--- config.mk ---
export PLATFORM = sky130hd
export DESIGN_NAME = arbiter_2port_request
export DESIGN_NICKNAME = d
export VERILOG_FILES = /design/src/rtl/arbiter_2port_request.sv
export SDC_FILE = /design/constraint.sdc
export NUM_CORES = 1
export LEC_CHECK = 0
export CAP_MARGIN = 40
export CORE_MARGIN = 5
export CORE_UTILIZATION = 41
export CTS_CLUSTER_DIAMETER = 50
export DETAILED_ROUTE_END_ITERATION = 6
export PLACE_DENSITY = 0.83
export SLEW_MARGIN = 10
export SYNTH_ARGS = -nofsm -noshare
export SYNTH_HDL_FRONTEND = slang
export SYNTH_SLANG_ARGS = --single-unit
--- constraint.sdc ---
create_clock -name iCLOCK -period 3.2 [get_ports iCLOCK]
set_input_delay 0.96 -clock iCLOCK [delete_from_list [all_inputs] [get_ports iCLOCK]]
set_output_delay 0.96 -clock iCLOCK [all_outputs]
set_load 0.05 [all_outputs]
--- src/rtl/arbiter_2port_request.sv ---
// rtl/arbiter_2port_request.sv - two-port round-robin request arbiter feeding the shared memory bus
//
// Grants one of two requesters per cycle and latches the winner into a
// one-entry output register that drives the memory bus. Every granted read
// pushes the winner's type into the response matching FIFO in the grant
// cycle, so returning read data can be routed back to the right port.
//
// Ports:
//   iCLOCK, inRESET        clock, asynchronous active-low reset
//   iFLASH                 synchronous flush of the un-issued output entry
//   iA_* / oA_BUSY         port A (type 0) request, direction, address, data, not-accepted
//   iB_* / oB_BUSY         port B (type 1), same as port A
//   oMEM_* / iMEM_BUSY     registered bus request and bus back-pressure
//   oMATCH_WR_REQ/_TYPE    push of granted read type into the matching FIFO
//   iMATCH_WR_FULL         matching FIFO full; blocks all grants
module arbiter_2port_request #(
  parameter int ADDR_W = 32,
  parameter int DATA_W = 32
) (
  input  logic              iCLOCK,
  input  logic              inRESET,
  input  logic              iFLASH,
  input  logic              iA_REQ,
  output logic              oA_BUSY,
  input  logic              iA_RW,
  input  logic [ADDR_W-1:0] iA_ADDR,
  input  logic [DATA_W-1:0] iA_DATA,
  input  logic              iB_REQ,
  output logic              oB_BUSY,
  input  logic              iB_RW,
  input  logic [ADDR_W-1:0] iB_ADDR,
  input  logic [DATA_W-1:0] iB_DATA,
  output logic              oMEM_REQ,
  input  logic              iMEM_BUSY,
  output logic              oMEM_RW,
  output logic [ADDR_W-1:0] oMEM_ADDR,
  output logic [DATA_W-1:0] oMEM_DATA,
  output logic              oMATCH_WR_REQ,
  output logic              oMATCH_WR_TYPE,
  input  logic              iMATCH_WR_FULL
);

  typedef enum logic {
    EMPTY = 1'b0,
    HOLD  = 1'b1
  } state_t;

  state_t state;
  state_t stateNext;

  logic              lastB;
  logic              outRw;
  logic [ADDR_W-1:0] outAddr;
  logic [DATA_W-1:0] outData;

  logic              outValid;
  logic              memXfer;
  logic              outFree;
  logic              gntEn;
  logic              grantA;
  logic              grantB;
  logic              grant;
  logic              gntRw;
  logic [ADDR_W-1:0] gntAddr;
  logic [DATA_W-1:0] gntData;

  assign outValid = (state == HOLD);
  assign memXfer  = outValid && !iMEM_BUSY;
  // A slot being emptied by a bus transfer this cycle can be refilled in
  // the same cycle, so back-to-back requests see no bubble.
  assign outFree  = !outValid || !iMEM_BUSY;
  // inRESET gates the grant so both ports read busy and nothing is pushed
  // while reset is held.
  assign gntEn    = inRESET && outFree && !iMATCH_WR_FULL && !iFLASH;

  // On contention last_b picks the port that did not win last time.
  assign grantA = gntEn && iA_REQ && (!iB_REQ || lastB);
  assign grantB = gntEn && iB_REQ && (!iA_REQ || !lastB);
  assign grant  = grantA || grantB;

  assign gntRw   = grantB ? iB_RW   : iA_RW;
  assign gntAddr = grantB ? iB_ADDR : iA_ADDR;
  assign gntData = grantB ? iB_DATA : iA_DATA;

  assign oA_BUSY = !grantA;
  assign oB_BUSY = !grantB;

  assign oMATCH_WR_REQ  = grant && !gntRw;
  assign oMATCH_WR_TYPE = grantB;

  assign oMEM_REQ  = outValid;
  assign oMEM_RW   = outRw;
  assign oMEM_ADDR = outAddr;
  assign oMEM_DATA = outData;

  always_ff @(posedge iCLOCK or negedge inRESET) begin
    if (!inRESET) begin
      state <= EMPTY;
    end else begin
      state <= stateNext;
    end
  end

  always_comb begin
    stateNext = state;
    unique case (state)
      EMPTY: begin
        if (grant) begin
          stateNext = HOLD;
        end
      end
      HOLD: begin
        // Flush drops the entry even if the bus is stalled; a grant cannot
        // coincide with flush because gntEn excludes it.
        if (iFLASH) begin
          stateNext = EMPTY;
        end else if (memXfer && !grant) begin
          stateNext = EMPTY;
        end
      end
      default: stateNext = EMPTY;
    endcase
  end

  always_ff @(posedge iCLOCK or negedge inRESET) begin
    if (!inRESET) begin
      lastB   <= 1'b1;
      outRw   <= 1'b0;
      outAddr <= '0;
      outData <= '0;
    end else if (grant) begin
      lastB   <= grantB;
      outRw   <= gntRw;
      outAddr <= gntAddr;
      outData <= gntData;
    end
  end

endmodule

; After elaboration in Yosys (flattened, before gate mapping)
; Index checks and enable logic that the tools add are counted.
[word_totals]
reg_bits = 67
input_bits = 137
out_inout_bits = 70
elab_cells = 38
[classes]
mux = 7
bitwise = 1
n_reduce_logical = 25
[ops]
columns = cell, count
row1 = 32-bit two-way mux, 2
row2 = 1-bit zero test, 11
row3 = 1-bit logical AND, 10
row4 = 1-bit logical OR, 4
row5 = 1-bit two-way mux, 4
row6 = 1-bit case mux with 2 select lines, 1
row7 = 1-bit inverter, 1

; Longest topological paths before layout
; Gate-level depths: netlist of the first run.
[logic_depth]
depth_word = 13
ltp_mapped = 5
mapped_depth_nobuf = 3

; Worst setup path before layout of the first run
; No wires, ideal clock.
[synth_path]
path_kind = input-to-output
from = input iB_REQ
to = output oMATCH_WR_REQ
arrival_ns = 2.112
t_required_ns = 2.240
path_slack_ns = 0.128
stages = 5
n_path_buf = 2
cell_sequence = a21boi_2 buf_6 buf_6 mux2i_1 and2_1
[synth_via]
elab_chain_cells = 5
elab_cells_between_ends = 9
classes_between = 1 x mux / 8 x reduce/logical
[synth_lines]
columns = item, line_no
row1 = start: declaration, 28  ; input logic iB_REQ,
row2 = 1-bit logical AND or 1-bit zero test (tied branches), "78, 77"
row3 = 1-bit logical AND or 1-bit logical OR (tied branches), "78, 77"
row4 = 1-bit two-way mux or 1-bit logical AND (tied branches), "81, 77"
row5 = 1-bit zero test or 1-bit logical OR (tied branches), "88, 79"
row6 = 1-bit logical AND *, 88  ; assign oMATCH_WR_REQ = grant && !gntRw;
row7 = end: declaration, 38  ; output logic oMATCH_WR_REQ,
; Every way passes the cells marked *; elsewhere a longest branch is shown, timed or not.

; Final worst setup path of the first run
[layout_path]
from = input iA_REQ
to = output oMATCH_WR_REQ
[layout_via]
elab_chain_cells = 6
elab_cells_between_ends = 9
classes_between = 1 x mux / 8 x reduce/logical
[layout_lines]
columns = item, line_no
row1 = start: declaration, 23  ; input logic iA_REQ,
row2 = 1-bit zero test, 78  ; assign grantB = gntEn && iB_REQ && (!iA_REQ || !lastB);
row3 = 1-bit logical OR, 78
row4 = 1-bit logical AND, 78
row5 = 1-bit two-way mux, 81  ; assign gntRw = grantB ? iB_RW : iA_RW;
row6 = 1-bit zero test, 88
row7 = 1-bit logical AND *, 88
; Marked as above.

==> results.toml, run 1 <==
[status]
run_status = "completed"

[power_and_ir_drop]
power_leakage_nw = 2.394
power.density_cell_area_nw_per_um2 = 670.1
power.total_mw = 3.892
max-vdd-ir-drop_mv = 0.3954

[die]
die_area_um2 = 10330
core_area_um2 = 8217
floorplan.die.width_um = 101.6
top_level_ports = 207
initial_utilization_pct = 41.91
fp.dieH_um = 101.6
placement_rows = 33

[sta]
final.setup_skew_ns = 0.006360
maxClockFrequency_ghz = 0.3191
final_period_demand_of_the_worst_path_ns = 3.134
finalHoldViolCount = 0
setup_ws_ns = 0.06580
maxSlewHeadroom_pct = 44.14
slew_viol_final = 0
fin_tns_setup_ns = 0
tightestPinTransition_ns = 0.8379
final_min_period_over_clock_period_pct = 97.94
total_of_endpoints_with_negative_setup_slack_in_the_final_report = 0
hold-worst-slack_ns = 0.5051
rsz0062_at_grt = "no"

[synthesis]
synth_cell_types = 20
synth_fp_nets = 363
synthCells = 226
syn-mean-instance-area_um2 = 15.24
synth-warning-count = 0
ys_ff_latch = 67
synth.yosys.seq_area_share_pct = 48.73
syn_area_um2 = 3443

[critical_path]
critPathKind = "in2out"
rrSetupSlack_ns = 1.21
rr_endpoint = "oMEM_DATA[22]$_DFFE_PN0P_"
critPathLaunchType = "input pin"
crit_required_ns = 2.24
worst_ep_arrival_time_ns = 2.17
regToRegStartpoint = "oMEM_REQ$_DFF_PN0_"
start_point_of_the_critical_path = "iA_REQ"
worst_r2r_path_depth = 4
critical_path_endpoint_category = "primary output"
critical_path.max_fanout = 2

[worst_hold_path]
worst_hold_path_type = "reg2reg"
holdCritStartpoint = "oMEM_ADDR[20]$_DFFE_PN0P_"
worstHoldPathCells = 1
holdPathEnd = "oMEM_ADDR[20]$_DFFE_PN0P_"

[grt]
first_global_vias = 2819
antenna_found_initial = 0
maximum_number_of_pins_on_one_net_before_global_route_repair = 68
grt_first_pass_wirelength_mm = 13.82
globalRoute.totalOverflow = 0
grt.total_usage_pct = 17.31

[detailed_routing]
totalWireLength_mm = 9.201
total_number_of_vias = 2615
avg_wl_per_cell_um = 16.88
drtIter0Drc = 25
detail_route.wirelength.met1_mm = 3.386
first_pass_iters = 3
drt-vias-per-instance = 4.798
met2_wirelength_mm = 4.634
top_layer_used = "met4"
remaining_drc_errors = 0
antenna_left = 0
routed-wl-met3_mm = 1.058

[clock_tree]
clock_tree.root_cell = "sky130_fd_sc_hd__clkbuf_8"
worstSkewPairLatency_ns = 0.32
max-clock-path-buffers = 2
cts_max_level = 3
clock_tree_from_tritoncts = "yes"
numCtsBuffers = 9
post_cts_hold_buffer_count = 0
clock_sinks = 67
clkSlewWorstSetupHoldPaths_ns = 0.07

[layout]
final-instance-count-excl-fill = 545
syn2layout_area_growth_pct = 68.68
final_nets = 573
antennaDiodeCount = 0
proportion_of_layout_cells_with_a_drive_suffix_above_1_pct = 36.14
final_cell_mix = "sky130_fd_sc_hd__clkdlybuf4s50_1, sky130_fd_sc_hd__mux2_2, sky130_fd_sc_hd__dfrtp_1"
finalInstanceArea_um2 = 5808
layout.cells.most_common = "sky130_fd_sc_hd__clkdlybuf4s50_1"
fillerInstances = 620
fin_util_pct = 70.69

[placement]
placed_cells_incl_taps = 530
placement.io_buffers = 206
gp_routability_congestion = 0.7681
dpl-instance-area_um2 = 5603
dp_worst_setup_slack_ns = 0.01546
post_detailed_placement_half_perimeter_wirelength_mm = 7.188

[flow_run]
cap_viol_max_count = 0
==> repair_timing <==
action	CTS	global route
setup endpoints to repair	1	3
pin swaps	0	1
cloned	0	0
resized for setup	1	3
buffers inserted	0	0
==> Yosys cell counts (all sizes together) <==
| master | count | area, µm² |
|---|---|---|
| a21boi | 1 | 11.26 |
| a2bb2oi | 1 | 8.760 |
| a31oi | 1 | 6.260 |
| a41oi | 1 | 8.760 |
| and2 | 3 | 18.77 |
| and3 | 1 | 6.260 |
| buf | 14 | 105.1 |
| dfrtp | 66 | 1652 |
| dfstp | 1 | 26.28 |
| inv | 1 | 3.750 |
| mux2 | 128 | 1543 |
| mux2i | 2 | 20.02 |
| nand2 | 2 | 7.510 |
| nand2b | 1 | 6.260 |
| nand3 | 1 | 5.000 |
| nor2 | 1 | 3.750 |
| o2111a | 1 | 11.26 |
==> layer usage <==
| layer | vias to the layer above | track usage [%] |
|---|---|---|
| met5 | - | 0 |
| met4 | 0 | 5.624 |
| met3 | 11 | 6.129 |
| met2 | 126 | 31.39 |
| met1 | 1238 | 18.73 |
| li1 | 1240 | - |
==> power breakdown <==
part / leakage [nW] / switching (mW) / internal (mW)
Clock: 0.0995 / 0.296 / 0.398
Sequential: 0.796 / 0.116 / 1.08
Combinational: 1.50 / 1.16 / 0.836
Total: 2.39 / 1.57 / 2.32
==> critical path: stages <==
cell,delay [ns]
sky130_fd_sc_hd__clkdlybuf4s50_1,0.46
sky130_fd_sc_hd__a21boi_4,0.19
sky130_fd_sc_hd__mux2i_2,0.25
sky130_fd_sc_hd__and2_4,0.18
sky130_fd_sc_hd__buf_12,0.13
==> area by class of cell <==
cell class / count / area [µm²] / share of cell area (%)
Timing Repair Buffer: 213 / 2127 / 36.62
Sequential cell: 67 / 1678 / 28.89
Multi-Input combinational cell: 144 / 1674 / 28.82
Clock buffer: 13 / 158.9 / 2.736
Tap cell: 105 / 131.4 / 2.262
Clock inverter: 2 / 35.03 / 0.6032
Inverter: 1 / 3.754 / 0.06463
==> worst max-delay path by stage <==
| stage | to | slack (ns) | cells after the start |
|---|---|---|---|
| CTS | oMATCH_WR_REQ | 0.02 | 5 |
| finish | oMATCH_WR_REQ | 0.07 | 5 |
| floorplan | oMATCH_WR_REQ | 0.13 | 5 |
| detailed placement | oMATCH_WR_REQ | 0.02 | 5 |
| global route | oMATCH_WR_REQ | 0.02 | 5 |
| global placement | oMATCH_WR_REQ | 0.02 | 5 |
==> kinds of logic (layout without fill, tap and decap cells) <==
group	Yosys count	count (layout)	synth area share, %
flip-flops	67	67	48.73
AND/OR/NAND/NOR	9	9	1.381
buffers and inverters	15	229	3.161
multiplexers	130	130	45.39
AO/OA/AOI/OAI	5	5	1.345
==> state kept, by name, indices dropped and copies added (netlist names) <==
| name | cells |
|---|---|
| oMEM_RW | 1 |
| oMEM_DATA | 32 |
| oMEM_REQ | 1 |
| lastB | 1 |
| oMEM_ADDR | 32 |
No activity file was read; power rests on OpenSTA's default activity.
==> inputs of run 2 (changes only) <==
==> constraint.sdc (replaced) <==
create_clock -name iCLOCK -period 3.2 [get_ports iCLOCK]
set_input_delay 0.32 -clock iCLOCK [delete_from_list [all_inputs] [get_ports iCLOCK]]
set_output_delay 0.32 -clock iCLOCK [all_outputs]
set_load 0.05 [all_outputs]
==> run 2 against run 1 <==
Effect of this change: final cell count fell by 0.37%; register-to-register slack better by 0.11 ns; clock skew is 0.0019 ns higher; die area unchanged; critical path depth is 1 higher; sequential power hardly changed; clock power down 14%; power is 2.7% lower; flip-flop and latch count unchanged; sequential share of layout area is 0.13 points higher; non-clock buffer count fell by 1.
==> results.toml, run 2 (synthesized netlist as in run 1, its figures left out) <==
[power_and_ir_drop]
net_switching_power_mw = 1.555
seq_power_share_pct = 31.8
power_leakage_nw = 2.374
power_report.internal_total_mw = 2.231
power_frac_comb_pct = 52.5
clock_power_share_pct = 15.7
switching_power_as_a_share_of_total_power_pct = 41.07
max-vdd-ir-drop_mv = 0.3701
power.total_mw = 3.786
power.density_cell_area_nw_per_um2 = 654.8

[detailed_routing]
drt-vias-per-instance = 4.856
avg_wl_per_cell_um = 16.74
first_pass_iters = 4
drtIter0Drc = 42
totalWireLength_mm = 9.090
remaining_drc_errors = 0
total_number_of_vias = 2637
antenna_left = 0

[clock_tree]
worstSkewPairLatency_ns = 0.32
max-clock-path-buffers = 2
numCtsBuffers = 9
clkSlewWorstSetupHoldPaths_ns = 0.07
clock_tree_from_tritoncts = "yes"
clock_tree.root_cell = "sky130_fd_sc_hd__clkbuf_8"
cts_max_level = 3
cts.repair.resized = 0
cts_setup_buffers = 0
clock_sinks = 67
post_cts_hold_buffer_count = 0

[sta]
finalHoldViolCount = 0
final_min_period_over_clock_period_pct = 78.20
tightestPinTransition_ns = 0.5447
slew_viol_final = 0
maxClockFrequency_ghz = 0.3996
final.setup_skew_ns = 0.008297
rsz0062_at_grt = "no"
maxSlewHeadroom_pct = 63.57
total_of_endpoints_with_negative_setup_slack_in_the_final_report = 0
fin_tns_setup_ns = 0
final_period_demand_of_the_worst_path_ns = 2.502

[layout]
proportion_of_layout_cells_with_a_drive_suffix_above_1_pct = 34.93
antennaDiodeCount = 0
fillerInstances = 605
finalInstanceArea_um2 = 5782
final_nets = 572
final_cell_mix = "sky130_fd_sc_hd__clkdlybuf4s50_1, sky130_fd_sc_hd__mux2_2, sky130_fd_sc_hd__dfrtp_1"
syn2layout_area_growth_pct = 67.91
layout.cells.most_common = "sky130_fd_sc_hd__clkdlybuf4s50_1"

[critical_path]
worst_ep_arrival_time_ns = 2.18
critPathLaunchType = "input pin"
critPathKind = "in2out"
critical_path.max_fanout = 31
critical_path_endpoint_category = "primary output"
crit_required_ns = 2.88

[placement]
placement.io_buffers = 206
dpl-instance-area_um2 = 5615
post_detailed_placement_half_perimeter_wirelength_mm = 7.272
gp_routability_congestion = 0.7408

[grt]
maximum_number_of_pins_on_one_net_before_global_route_repair = 35
grt_first_pass_wirelength_mm = 13.85
grt.total_usage_pct = 17.46
antenna_found_initial = 0
globalRoute.totalOverflow = 0
first_global_vias = 2822

[die]
core_area_um2 = 8217
placement_rows = 33
fp.dieH_um = 101.6
die_area_um2 = 10330
top_level_ports = 207
initial_utilization_pct = 41.91
floorplan.die.width_um = 101.6

[worst_hold_path]
worst_hold_path_type = "in2async"

[flow_run]
cap_viol_max_count = 0

[status]
run_status = "completed"
## run 2: changes by cell type in the layout (fill, tap and decap cells not counted), sizes merged
cell	delta
clkbuf	-2
clkdlybuf4s50	+4
buf	-4
clkinv	+2
bufinv	-1
dlymetal6s2s	-1
## run 2: final timing paths
path                       slack (ns)                   endpoint                startpoint  cells past startpoint
hold reg to reg                  0.50   oMEM_DATA[4]$_DFFE_PN0P_  oMEM_DATA[4]$_DFFE_PN0P_                      1
min in group iCLOCK              0.38          lastB$_DFFE_PN1P_                   inRESET                      3
max in group asynchronous        2.53          lastB$_DFFE_PN1P_                   inRESET                      3
setup / recovery                 0.70              oMATCH_WR_REQ                    iB_REQ                      6
setup reg to reg                 1.32  oMEM_DATA[10]$_DFFE_PN0P_        oMEM_REQ$_DFF_PN0_                      4
hold / removal                   0.08   oMEM_ADDR[5]$_DFFE_PN0P_                   inRESET                      2
## run 2: final cells by class
class                   instances  area, µm²  share of cell area [%]
clock inverters                 3      15.01                  0.2597
repair buffers                212       2137                   36.96
flip-flops and latches         67       1678                   29.02
clock buffers                  11      151.4                   2.618
inverters                       1      3.754                 0.06492
well taps                     105      131.4                   2.272
multi-input cells             144       1665                   28.80
## run 2: critical path, stage by stage
cell and delay, ns:
sky130_fd_sc_hd__clkdlybuf4s50_1 0.54, sky130_fd_sc_hd__a21boi_4 0.23, sky130_fd_sc_hd__buf_4 0.44, sky130_fd_sc_hd__mux2i_1 0.28, sky130_fd_sc_hd__and2_1 0.20, sky130_fd_sc_hd__buf_12 0.14
## run 2: power by group through the flow
stage | Combinational (mW) | Sequential [mW] | Clock (mW)
global route | 2.07 | 1.24 | 0.662
global placement | 1.99 | 1.21 | 0
detailed placement | 2.01 | 1.22 | 0
floorplan | 0.419 | 2.04 | 0
CTS | 2.01 | 1.21 | 0.625
finish | 1.99 | 1.20 | 0.595
## run 2: per-stage QoR
step	instances	setup WS, ns	utilization (%)	hold slack (ns)
global route	543	0.5764	70.37	0.1044
global placement	528	0.7661	68.10	0.4889
CTS	543	0.7038	70.37	0.08463
finish	543	0.6976	70.37	0.08262
detailed placement	529	0.7180	68.34	0.4392
floorplan	226	1.149	-	0.02441
## run 2: layer usage
layer | wire length, µm | GRT usage [%] | vias up
li1 | - | - | 1236
met1 | 3374 | 19.67 | 1242
met2 | 4424 | 29.88 | 143
met3 | 1088 | 6.543 | 16
met4 | 201 | 6.953 | 0
met5 | 0 | 0 | -
==> inputs of run 3 (changes only) <==
--- a/config.mk
+++ b/config.mk
@@ -7,10 +7,10 @@
 export LEC_CHECK = 0
 export CAP_MARGIN = 40
 export CORE_MARGIN = 5
-export CORE_UTILIZATION = 41
+export CORE_UTILIZATION = 34
 export CTS_CLUSTER_DIAMETER = 50
 export DETAILED_ROUTE_END_ITERATION = 6
-export PLACE_DENSITY = 0.83
+export PLACE_DENSITY = 0.73
 export SLEW_MARGIN = 10
 export SYNTH_ARGS = -nofsm -noshare
 export SYNTH_HDL_FRONTEND = slang
==> constraint.sdc (replaced) <==
create_clock -name iCLOCK -period 2.18 [get_ports iCLOCK]
set_input_delay 0.218 -clock iCLOCK [delete_from_list [all_inputs] [get_ports iCLOCK]]
set_output_delay 0.218 -clock iCLOCK [all_outputs]
set_load 0.05 [all_outputs]
==> run 3 against run 2 <==
Effect of this change: critical endpoint unchanged; core utilization fell by 10 points; first-iteration DRC count rose by 26%; clock skew grew 0.0022 ns; via count shrank 0.23%; setup slack worse by 0.58 ns; count of clock-buffer cells in the layout shrank 1; worst hold slack improved by 0.38 ns; global-route usage down 2.5 points; non-clock buffer count is 4 higher; sequential power grew 47%; register-to-register slack worse by 0.87 ns; power rose by 50%.
==> results.toml, run 3 (synthesized netlist as in run 1, its figures left out) <==
[power_and_ir_drop]
power.density_cell_area_nw_per_um2 = 962.3
power_leakage_nw = 2.408
max-vdd-ir-drop_mv = 0.4841

[critical_path]
critical_path.max_fanout = 25
cpMostUsedCell = "sky130_fd_sc_hd__buf_12"
worst_ep_arrival_time_ns = 1.84
worst_r2r_path_depth = 5
ordered_cell_list_for_the_critical_path = "dlygate4sd3_1, buf_2, o2111a_2, buf_12, and2_1, buf_12"
critical_path_endpoint_category = "primary output"
worst_path_max_stage_delay_ns = 0.53
critical_path.top_delay_family = "buffers and inverters"
path_buf_inv = 4
critPathKind = "in2out"
crit_slowest_cell = "sky130_fd_sc_hd__dlygate4sd3_1"
critPathLaunchType = "input pin"
crit_required_ns = 1.96
rrSetupSlack_ns = 0.45
regToRegStartpoint = "lastB$_DFFE_PN1P_"
rr_endpoint = "oMEM_ADDR[1]$_DFFE_PN0P_"

[sta]
finalHoldViolCount = 0
rsz0062_at_grt = "no"
hold-worst-slack_ns = 0.4596
final_min_period_over_clock_period_pct = 94.43
tightestPinTransition_ns = 0.6367
setup_ws_ns = 0.1214
final.setup_skew_ns = 0.01048
total_of_endpoints_with_negative_setup_slack_in_the_final_report = 0
slew_viol_final = 0
maxSlewHeadroom_pct = 57.55
final_period_demand_of_the_worst_path_ns = 2.059
maxClockFrequency_ghz = 0.4858
fin_tns_setup_ns = 0

[layout]
final_cell_mix = "sky130_fd_sc_hd__clkdlybuf4s50_1, sky130_fd_sc_hd__mux2_2, sky130_fd_sc_hd__dfrtp_1"
layout.cells.most_common = "sky130_fd_sc_hd__clkdlybuf4s50_1"
final-instance-count-excl-fill = 576
syn2layout_area_growth_pct = 71.73
fin_util_pct = 60.22
proportion_of_layout_cells_with_a_drive_suffix_above_1_pct = 35.89
antennaDiodeCount = 0
final_nets = 576

[grt]
globalRoute.totalOverflow = 0
maximum_number_of_pins_on_one_net_before_global_route_repair = 50
grt.total_usage_pct = 14.92
first_global_vias = 2886
grt_first_pass_wirelength_mm = 14.90
antenna_found_initial = 0

[placement]
gp_routability_congestion = 0.7926
dp_worst_setup_slack_ns = 0.07628
placement.io_buffers = 206
post_detailed_placement_half_perimeter_wirelength_mm = 7.447
placed_cells_incl_taps = 557

[detailed_routing]
drtIter0Drc = 53
drt-vias-per-instance = 4.568
total_number_of_vias = 2631
antenna_left = 0
totalWireLength_mm = 9.554
avg_wl_per_cell_um = 16.59
first_pass_iters = 4
remaining_drc_errors = 0

[clock_tree]
clock_tree.root_cell = "sky130_fd_sc_hd__clkbuf_8"
max-clock-path-buffers = 2
cts_max_level = 3
numCtsBuffers = 9
clock_sinks = 67
clock_tree_from_tritoncts = "yes"
cts.repair.resized = 0
worstSkewPairLatency_ns = 0.33
clkSlewWorstSetupHoldPaths_ns = 0.08

[die]
top_level_ports = 207
placement_rows = 36
core_area_um2 = 9819
fp.dieH_um = 110.6
floorplan.die.width_um = 110.6
die_area_um2 = 12240
initial_utilization_pct = 35.07

[status]
run_status = "completed"

[worst_hold_path]
worst_hold_path_type = "in2async"

[flow_run]
cap_viol_max_count = 0
run 3: power breakdown:
group | switching [mW] | internal (mW) | leakage, nW
registers | 0.172 | 1.59 | 0.796
clock network | 0.451 | 0.518 | 0.0881
logic | 1.70 | 1.25 | 1.52
total | 2.33 | 3.36 | 2.41
run 3: worst register-to-register path, stage by stage (launching register included):
cell and delay [ns]:
sky130_fd_sc_hd__dfstp_2 0.39, sky130_fd_sc_hd__a21boi_4 0.20, sky130_fd_sc_hd__buf_4 0.15, sky130_fd_sc_hd__buf_12 0.21, sky130_fd_sc_hd__mux2_2 0.41, sky130_fd_sc_hd__mux2_2 0.26
run 3: how the worst max path moves through the flow:
stage | start | end | slack, ns | cells past startpoint
after floorplan | oMEM_REQ$_DFF_PN0_ | oMATCH_WR_REQ | 0.23 | 5
after global placement | iB_REQ | oMATCH_WR_REQ | 0.13 | 6
after detailed placement | iB_REQ | oMATCH_WR_REQ | 0.08 | 6
after CTS | iB_REQ | oMATCH_WR_REQ | 0.08 | 6
after global routing | inRESET | oMATCH_WR_TYPE | 0.03 | 6
final | inRESET | oMATCH_WR_REQ | 0.12 | 6
run 3: layout make-up:
class / count / area, µm²
clock buffers: 10 / 127.6
clock inverters: 5 / 55.05
fillers: 830 / 3906
inverters: 1 / 3.754
multi-input cells: 144 / 1665
flip-flops and latches: 67 / 1678
well taps: 133 / 166.4
repair buffers: 216 / 2217
run 3: through the flow:
stage                     cell area, µm²  power, mW
after floorplan                     3443      3.609
after global routing                5913      5.942
after detailed placement            5680      4.752
after global placement              5680      4.713
final                               5913      5.690
after CTS                           5873      5.747
run 3: what timing repair did:
item / CTS / global route
endpoints found under the setup margin: 0 / 1
hold buffers: 1 / 0
endpoints found under the hold margin: 17 / 0
buffers inserted: 0 / 2
run 3: routing by layer:
| metal | wire length, µm | track usage (%) |
|---|---|---|
| met2 | 4714 | 25.69 |
| met1 | 3829 | 16.65 |
| met4 | 199 | 5.583 |
| met5 | 0 | 0 |
| met3 | 810 | 5.799 |
